[src/rtl/binconv_pkg.sv]
// Shared types, field positions and helpers for the binary 3x3 stream convolution engine.
package binconv_pkg;

    typedef enum logic [2:0] {
        S_IDLE,
        S_HDR,
        S_FILL,
        S_RUN,
        S_DONE
    } state_e;

    localparam logic [7:0] SENTINEL = 8'hFF;
    localparam int N_MSB = 4;
    localparam int K_MSB = 8;
    localparam int T_LSB = 9;
    localparam int T_MSB = 12;
    localparam int KSIZE = 3;

    function automatic logic [3:0] popcnt9(input logic [8:0] v);
        logic [3:0] cnt;
        cnt = '0;
        for (int i = 0; i < 9; i++) cnt = cnt + {3'd0, v[i]};
        return cnt;
    endfunction

endpackage

[src/rtl/binconv_pe.sv]
// One output column: XNOR the 3x3 window against the kernel and compare the match count with T.
module binconv_pe
    import binconv_pkg::*;
(
    input  logic [8:0] win_i,
    input  logic [8:0] kern_i,
    input  logic [3:0] thr_i,
    output logic       bit_o
);

    logic [3:0] cnt;

    always_comb cnt = popcnt9(~(win_i ^ kern_i));

    assign bit_o = (cnt >= thr_i);

endmodule

[src/rtl/binconv_stream_engine.sv]
// Streams headered bit-images from input SRAM, convolves each with its own 3x3 binary kernel
// and threshold, and packs the output rows contiguously into output SRAM until a sentinel header.
module binconv_stream_engine
    import binconv_pkg::*;
#(
    parameter int DATA_W    = 16,
    parameter int ADDR_W    = 12,
    parameter int IN_BASE   = 0,
    parameter int OUT_BASE  = 0,
    parameter int WMEM_BASE = 1
) (
    input  logic              clk,
    input  logic              reset_b,
    input  logic              dut_run,
    output logic              dut_busy,
    output logic              dut_err,
    output logic [ADDR_W-1:0] dut_sram_read_address,
    input  logic [DATA_W-1:0] sram_dut_read_data,
    output logic [ADDR_W-1:0] dut_wmem_read_address,
    input  logic [DATA_W-1:0] wmem_dut_read_data,
    output logic [ADDR_W-1:0] dut_sram_write_address,
    output logic [DATA_W-1:0] dut_sram_write_data,
    output logic              dut_sram_write_enable
);

    localparam int OW = DATA_W - 2;

    state_e            state_q, state_d;
    logic              prime_q;
    logic [N_MSB:0]    n_q, rc_q;
    logic [K_MSB:0]    kern_q;
    logic [3:0]        thr_q;
    logic [DATA_W-1:0] r0_q, r1_q;
    logic [ADDR_W-1:0] raddr_q, waddr_q, wmaddr_q;
    logic [DATA_W-1:0] wdata_q;
    logic              wen_q, err_q;

    logic [N_MSB:0]    hdr_n;
    logic              hdr_cyc, hdr_sent, hdr_legal, last_row;
    logic [OW-1:0]     obits;
    logic              unused_wmem;

    assign hdr_n     = sram_dut_read_data[N_MSB:0];
    assign hdr_sent  = (sram_dut_read_data[7:0] == SENTINEL);
    assign hdr_legal = !hdr_sent && (hdr_n >= 5'd3) && ({1'b0, hdr_n} <= 6'(DATA_W));
    // The first HDR cycle after a run only issues the header address; data arrives next cycle.
    assign hdr_cyc   = (state_q == S_HDR) && !prime_q;
    assign last_row  = (rc_q == n_q - 5'd1);
    assign unused_wmem = ^wmem_dut_read_data[DATA_W-1:T_MSB+1];

    // Window rows: r0_q = row k (top), r1_q = row k+1, live read data = row k+2 (bottom).
    for (genvar c = 0; c < OW; c++) begin : g_pe
        logic pe_bit;
        binconv_pe u_pe (
            .win_i  ({sram_dut_read_data[c+2:c], r1_q[c+2:c], r0_q[c+2:c]}),
            .kern_i (kern_q),
            .thr_i  (thr_q),
            .bit_o  (pe_bit)
        );
        assign obits[c] = pe_bit && (5'(c) <= n_q - 5'd3);
    end

    always_ff @(posedge clk or negedge reset_b) begin
        if (!reset_b) state_q <= S_IDLE;
        else          state_q <= state_d;
    end

    always_comb begin
        state_d = state_q;
        case (state_q)
            S_IDLE:  if (dut_run) state_d = S_HDR;
            S_HDR:   if (hdr_cyc) state_d = hdr_legal ? S_FILL : S_DONE;
            S_FILL:  if (rc_q == 5'd1) state_d = S_RUN;
            S_RUN:   if (last_row) state_d = S_HDR;
            S_DONE:  state_d = S_IDLE;
            default: state_d = S_IDLE;
        endcase
    end

    always_comb begin
        dut_busy = (state_q == S_HDR) || (state_q == S_FILL) || (state_q == S_RUN);
    end

    always_ff @(posedge clk or negedge reset_b) begin
        if (!reset_b) begin
            prime_q  <= 1'b0;
            n_q      <= '0;
            rc_q     <= '0;
            kern_q   <= '0;
            thr_q    <= '0;
            r0_q     <= '0;
            r1_q     <= '0;
            raddr_q  <= '0;
            waddr_q  <= '0;
            wmaddr_q <= '0;
            wdata_q  <= '0;
            wen_q    <= 1'b0;
            err_q    <= 1'b0;
        end else begin
            wen_q   <= (state_q == S_RUN);
            wdata_q <= (state_q == S_RUN) ? DATA_W'(obits) : '0;
            if (wen_q) waddr_q <= waddr_q + 1'b1;
            if (dut_busy) raddr_q <= raddr_q + 1'b1;
            case (state_q)
                S_IDLE: if (dut_run) begin
                    raddr_q  <= ADDR_W'(IN_BASE);
                    waddr_q  <= ADDR_W'(OUT_BASE);
                    wmaddr_q <= ADDR_W'(WMEM_BASE);
                    err_q    <= 1'b0;
                    prime_q  <= 1'b1;
                end
                S_HDR: begin
                    prime_q <= 1'b0;
                    if (hdr_cyc) begin
                        if (hdr_legal) begin
                            n_q      <= hdr_n;
                            kern_q   <= wmem_dut_read_data[K_MSB:0];
                            thr_q    <= wmem_dut_read_data[T_MSB:T_LSB];
                            wmaddr_q <= wmaddr_q + 1'b1;
                            rc_q     <= '0;
                        end else if (!hdr_sent) begin
                            err_q <= 1'b1;
                        end
                    end
                end
                S_FILL, S_RUN: begin
                    r0_q <= r1_q;
                    r1_q <= sram_dut_read_data;
                    rc_q <= rc_q + 5'd1;
                end
                default: ;
            endcase
        end
    end

    assign dut_err                = err_q;
    assign dut_sram_read_address  = raddr_q;
    assign dut_wmem_read_address  = wmaddr_q;
    assign dut_sram_write_address = waddr_q;
    assign dut_sram_write_data    = wdata_q;
    assign dut_sram_write_enable  = wen_q;

endmodule
[config.mk]
export PLATFORM = sky130hd
export DESIGN_NAME = binconv_stream_engine
export DESIGN_NICKNAME = d
export VERILOG_FILES = /design/src/rtl/binconv_pkg.sv /design/src/rtl/binconv_pe.sv /design/src/rtl/binconv_stream_engine.sv
export SDC_FILE = /design/constraint.sdc
export NUM_CORES = 1
export LEC_CHECK = 0
export CORE_MARGIN = 2
export CORE_UTILIZATION = 50
export CTS_CLUSTER_DIAMETER = 50
export DETAILED_ROUTE_END_ITERATION = 8
export PLACE_DENSITY = 0.7
export SLEW_MARGIN = 5
export SYNTH_ARGS = -nofsm -noshare
export SYNTH_HDL_FRONTEND = slang
export SYNTH_SLANG_ARGS = --single-unit
[constraint.sdc]
create_clock -name clk -period 5.1 [get_ports clk]
set_input_delay 0.51 -clock clk [delete_from_list [all_inputs] [get_ports clk]]
set_output_delay 0.51 -clock clk [all_outputs]
set_load 0.02 [all_outputs]
Word-level counts from Yosys, hierarchy flattened
Cells that the tools add are included.
Widths: inputs -> output; s select.
{ "totals": {"ram_bits": 0, "n_memories": 0, "inputBits": 35, "wordCells": 261, "latch_bits": 0, "rom_bits": 0, "reg_bits": 111} }
{ "classes": {"multipliers": 0, "n_reduce_logical": 31, "add_sub_neg": 118, "n_eq_ne": 13, "muxes": 27, "div_mod_pow": 0, "shift": 0, "order_cmp": 30, "bitwise_logic": 28} }
{ "ops": {"columns": ["op", "count"], "rows": [
  ["$add 4x1->4", 98],
  ["$not 9->9", 14],
  ["$xor 9x9->9", 14],
  ["$mux 12", 9],
  ["$ge 4x4->1", 14],
  ["$add 12x1->12 const B", 3],
  ["$le 4x5->1 const A", 6],
  ["$add 1x1->2", 14],
  ["$pmux 12 s2", 1],
  ["$le 3x5->1 const A", 4],
  ["$logic_and 1x1->1", 17],
  ["$mux 3", 5],
  ["$mux 14", 1],
  ["$ne 2x2->1 const B", 7],
  ["$pmux 3 s4", 1],
  ["$le 1x5->1 const A", 2],
  ["$le 2x5->1 const A", 2],
  ["$mux 5", 2],
  ["$pmux 5 s2", 1],
  ["$eq 8x8->1 const B", 1],
  ["$reduce_and 4->1", 2],
  ["$eq 3x2->1 const B", 2],
  ["$reduce_and 3->1", 2],
  ["$add 5x1->5 const B", 1],
  ["other kinds (16)", 24]
]} }

Depth between registers and ports, before layout
{ "depth": {"word_depth": 13, "ltp_mapped": 17} }

By module
A second synthesis with hierarchy kept.
{ "unflattened": {"hier_cells": 1062, "hier_area_um2": 10181.0} }
{ "modules_own_cells": {"columns": ["mod", "area_each_um2", "cells_each", "n_inst"], "rows": [
  ["binconv_stream_engine", 5293.8, 530, 1],
  ["binconv_pe", 349.1, 38, 14]
]} }

Worst setup path after synthesis
OpenSTA, ideal clock, no wires.
{ "synth_timing": {"path_type": "flip-flop to flip-flop", "startpoint": "reg kern_q[0]", "endpoint": "reg wdata_q[12], in the netlist dut_sram_write_data[12]", "path_buffers": 2, "arrival_ps": 4492, "slack_ps": 507, "path_stages_with_launch": 18, "setup_ps": 101, "cell_sequence": "dfrtp_1 -> clkbuf_1 -> clkbuf_1 -> xnor2_1 -> ha_1 -> inv_1 -> fa_1 -> fa_1 -> inv_1 -> fa_1 -> ha_1 -> fa_1 -> xnor2_1 -> ha_1 -> nand2_1 -> o21ai_0 -> a21oi_1 -> nor4_1"} }
{ "synth_between": {"elab_chain_cells": 13} }
{ "synth_rtl": {"columns": ["item", "line", "rtl"], "rows": [
  ["start: declaration", "binconv_stream_engine.sv:31", "logic [K_MSB:0] kern_q;"],
  ["start signal: assignment", "binconv_stream_engine.sv:117", "kern_q <= wmem_dut_read_data[K_MSB:0];"],
  ["$xor 9x9->9", "binconv_pe.sv:13", "always_comb cnt = popcnt9(~(win_i ^ kern_i));"],
  ["$not 9->9", "binconv_pe.sv:13", null],
  ["$add 1x1->2", "binconv_pkg.sv:22", "for (int i = 0; i < 9; i++) cnt = cnt + {3'd0, v[i]};"],
  ["$add 4x1->4 (7 in series)", "binconv_pkg.sv:22", null],
  ["$ge 4x4->1", "binconv_pe.sv:15", "assign bit_o = (cnt >= thr_i);"],
  ["$logic_and 1x1->1", "binconv_stream_engine.sv:60", "assign obits[c] = pe_bit && (5'(c) <= n_q - 5'd3);"],
  ["$mux 14", "binconv_stream_engine.sv:101", "wdata_q <= (state_q == S_RUN) ? DATA_W'(obits) : '0;"],
  ["end signal: assignment", "binconv_stream_engine.sv:101", null],
  ["end: declaration", "binconv_stream_engine.sv:35", "logic [DATA_W-1:0] wdata_q;"]
]} }
No other way between the ends.
A chain may end at the register's enable or synchronous reset.

Worst setup path after layout
{ "layout_timing": {"startpoint": "reg kern_q[1]", "endpoint": "reg wdata_q[9], in the netlist dut_sram_write_data[9]"} }
The elaborated chain is that of the path after synthesis.

==> qor.csv <==
stage,metric,value,unit
clocking,clk_pin_slew,80,ps
clocking,ctsHoldBuffers,0,
place,portBuffers,84,
cells_and_area,register_area,0.002778,mm²
detailed_routing,drt_iter0_markers,307,
worst_setup_path,reg2reg_depth,15,
clocking,cts_tree,done,
worst_setup_path,r2r_start,kern_q[1]$_DFFE_PN0P_,
cells_and_area,fill_cells,1879,
place,dp_hpwl,17.54,mm
synthesis,syn_inst,1129,
grt,grt_max_degree,67,
run_status,status,"complete, no violations",
synthesis,ys_types,54,
cells_and_area,drive_gt1_frac,0.03729,
floorplan,die-height,149.3,µm
clocking,clk-insertion-delay-late,350,ps
grt,grt_first_pass_wirelength,39.92,mm
timing,fin_ws,230.7,ps
cells_and_area,diodes,0,
job,drv_cap,0,
timing,setup_violations,0,
floorplan,die_area,0.02230,mm²
worst_setup_path,worstSetupPathType,reg -> reg,
detailed_routing,routed_via_density,5.192,
timing,rsz0062_at_grt,no,
worst_setup_path,cp-startpoint,kern_q[1]$_DFFE_PN0P_,
cells_and_area,stdcell_area,0.01185,mm²
timing,hold_viol_final,0,
synthesis,synth.top_cell.area_share,0.2630,
clocking,root_buffer,clkbuf_16,
grt,met3_usage,0.04771,
cells_and_area,flow.area_growth_from_synthesis,12.20,%
worst_setup_path,worst_setup_path_end_kind,flop,
worst_setup_path,timing.rr.end,dut_sram_write_data[9]$_DFF_PN0_,
detailed_routing,wire_per_inst,16.45,µm
worst_setup_path,cp.required,5380,ps
floorplan,initial_utilization,0.5055,
grt,grt_use_met2,0.3760,
cells_and_area,multi_input_area,0.007066,mm²
detailed_routing,ant_nets,0,
timing,slew_headroom,0.2786,
detailed_routing,first_pass_iters,8,
detailed_routing,dr_total_vias,7555,
place,dp_slack,273.3,ps
worst_setup_path,setup.worst_path.end,dut_sram_write_data[9]$_DFF_PN0_,
synthesis,yosysWarningCount,0,
grt,top_usage_layer,met2,
synthesis,yosysMostFrequentCell,nand2_1,
timing,timing.fmax,205.4,MHz
worst_setup_path,cp-start-kind,flop,
place,place_congestion,0.8224,
synthesis,yosys.area.top_type,dfrtp_1,
synthesis,synth.cell_area,0.01056,mm²
synthesis,synthFlopType,dfrtp_1,
clocking,cts-resized-gates,0,
clocking,htree_levels,3,
clocking,cts.sinks,111,
worst_setup_path,reg2reg_setup_slack,230,ps
grt,globalRouteTotalUtil,0.2283,
floorplan,die_w,149.3,µm
timing,clock_skew,8.068,ps
hold_path,hp-class,in -> async,
timing,post-route-period-util,0.9548,
synthesis,synthTopCellsByCount,"167 x nand2_1, 150 x ha_1, 114 x inv_1, 111 x dfrtp_1, 93 x xnor2_1",
clocking,post-cts-setup-buffers,0,
floorplan,pin_count,90,
worst_setup_path,crit_fanout,12,
floorplan,row_count,53,
timing,slew_violations,0,
place,placed_cells,1440,
detailed_routing,drc_errors,0,
cells_and_area,stdcell_count,1455,
cells_and_area,finalNetCount,1431,
floorplan,core,0.02089,mm²
timing,min_period,4869,ps
synthesis,ys_seq_area_frac,0.2630,
synthesis,async_flop_share,1.000,
worst_setup_path,cp.arrival,5140,ps
timing,setup_tns,0,ps
synthesis,synth_area_leaders,"dfrtp_1 26%, ha_1 18%, fa_1 13%, xnor2_1 7.7%, xor2_1 7.0%",
synthesis,ys_seq_elements,111,
clocking,cts-buffers-inserted,9,
synthesis,syn_area_per_cell,9.354,µm²
place,dpl_cell_area,0.01157,mm²
grt,grt_pass1_vias,7801,
clocking,cts_buffer_depth,2,
grt,use_met1,0.3154,
grt,grt-ovfl-total,0,
grt,antenna_found_initial,1,
timing,tightestPinTransition,1082,ps
detailed_routing,drt_wl_total,23.93,mm
synthesis,synth_edf_count,0,
[cell families (layout without fill, tap and decap cells)]
group | count (synthesis) | after routing | synth area share
AOI/OAI and AO/OA | 121 | 121 | 0.07346
DFF | 111 | 111 | 0.2630
buffers and inverters | 179 | 229 | 0.06907
other | 1 | 2 | 0.0003551
adders and majority gates | 220 | 220 | 0.3104
xor gates and xnor gates | 177 | 177 | 0.1468
muxes | 1 | 1 | 0.0009479
and+or+nand+nor | 319 | 319 | 0.1359
[sequential cells by signal (all words and copies together), names as in the netlist]
signal                  flops
r0_q                       16
r1_q                       16
dut_sram_write_data        14
dut_sram_read_address      12
dut_sram_write_address     12
dut_wmem_read_address      12
kern_q                      9
n_q                         5
rc_q                        5
thr_q                       4
state_q                     3
dut_err                     1
dut_sram_write_enable       1
prime_q                     1
[worst min path at each step]
| stage | cells after the start | to | slack, ps |
|---|---|---|---|
| 2_1_floorplan | 0 | dut_err$_DFFE_PN0P_ | 210 |
| 3_3_place_gp | 2 | r0_q[15]$_DFFE_PN0N_ | 480 |
| 3_5_place_dp | 2 | r0_q[0]$_DFFE_PN0N_ | 500 |
| 4_1_cts | 1 | dut_sram_read_address[0]$_DFF_PN0_ | 290 |
| 5_1_grt | 1 | dut_sram_write_address[4]$_DFF_PN0_ | 310 |
| 6_report | 1 | dut_sram_write_address[2]$_DFF_PN0_ | 240 |
[through the flow]
step | hold slack [ps] | util
global route | 309.6 | 0.5672
detailed placement | 496.7 | 0.5541
floorplan | 214.4 | -
finish | 243.8 | 0.5672
global placement | 482.6 | 0.5541
CTS | 289.4 | 0.5672
[final cells by class]
type                            count  area share
Sequential cell                   111      0.2344
Multi-Input combinational cell    840      0.5963
Inverter                          114     0.03611
Tap cell                          275     0.02904
Clock buffer                       11     0.02049
Clock inverter                      4    0.002746
Timing Repair Buffer              100     0.08089
[worst max-delay path: stages (launching register included)]
cell	delay [ps]
dfrtp_1	870
xnor2_1	180
ha_1	320
inv_1	50
fa_1	500
fa_1	540
inv_1	60
fa_1	480
ha_1	250
fa_1	390
xnor2_1	150
ha_1	270
nand2_1	50
o21ai_0	350
o21ai_0	170
nor2_1	150
[routing by layer]
metal,vias up,part of all wire
met5,-,0
met4,0,0.010
met3,16,0.058
met2,161,0.47
met1,3697,0.46
li1,3681,-
[cells in the final DEF (no fill, tap or decap), types with 3 or more instances in the layout]
cell type and instances:
clkbuf_16 9, a21o_1 9, o21ai_0 30, nand4_1 11, ha_1 150, nand3_1 17
xnor2_1 93, a21oi_1 41, buf_4 17, or3_1 3, o21ai_1 4, inv_1 114
nor3_1 14, nor2_1 58, and3_1 5, o21bai_1 15, nand2_1 167, nand2b_1 12
a221oi_1 3, clkdlybuf4s50_1 83, fa_1 70, nor3b_1 3, dfrtp_1 111, xor2_1 84
nor2b_1 5, a211oi_1 5, nor4_1 6
Power is not shown: default switching activity piles up to over one toggle a cycle in this logic, so the estimate is an artifact.
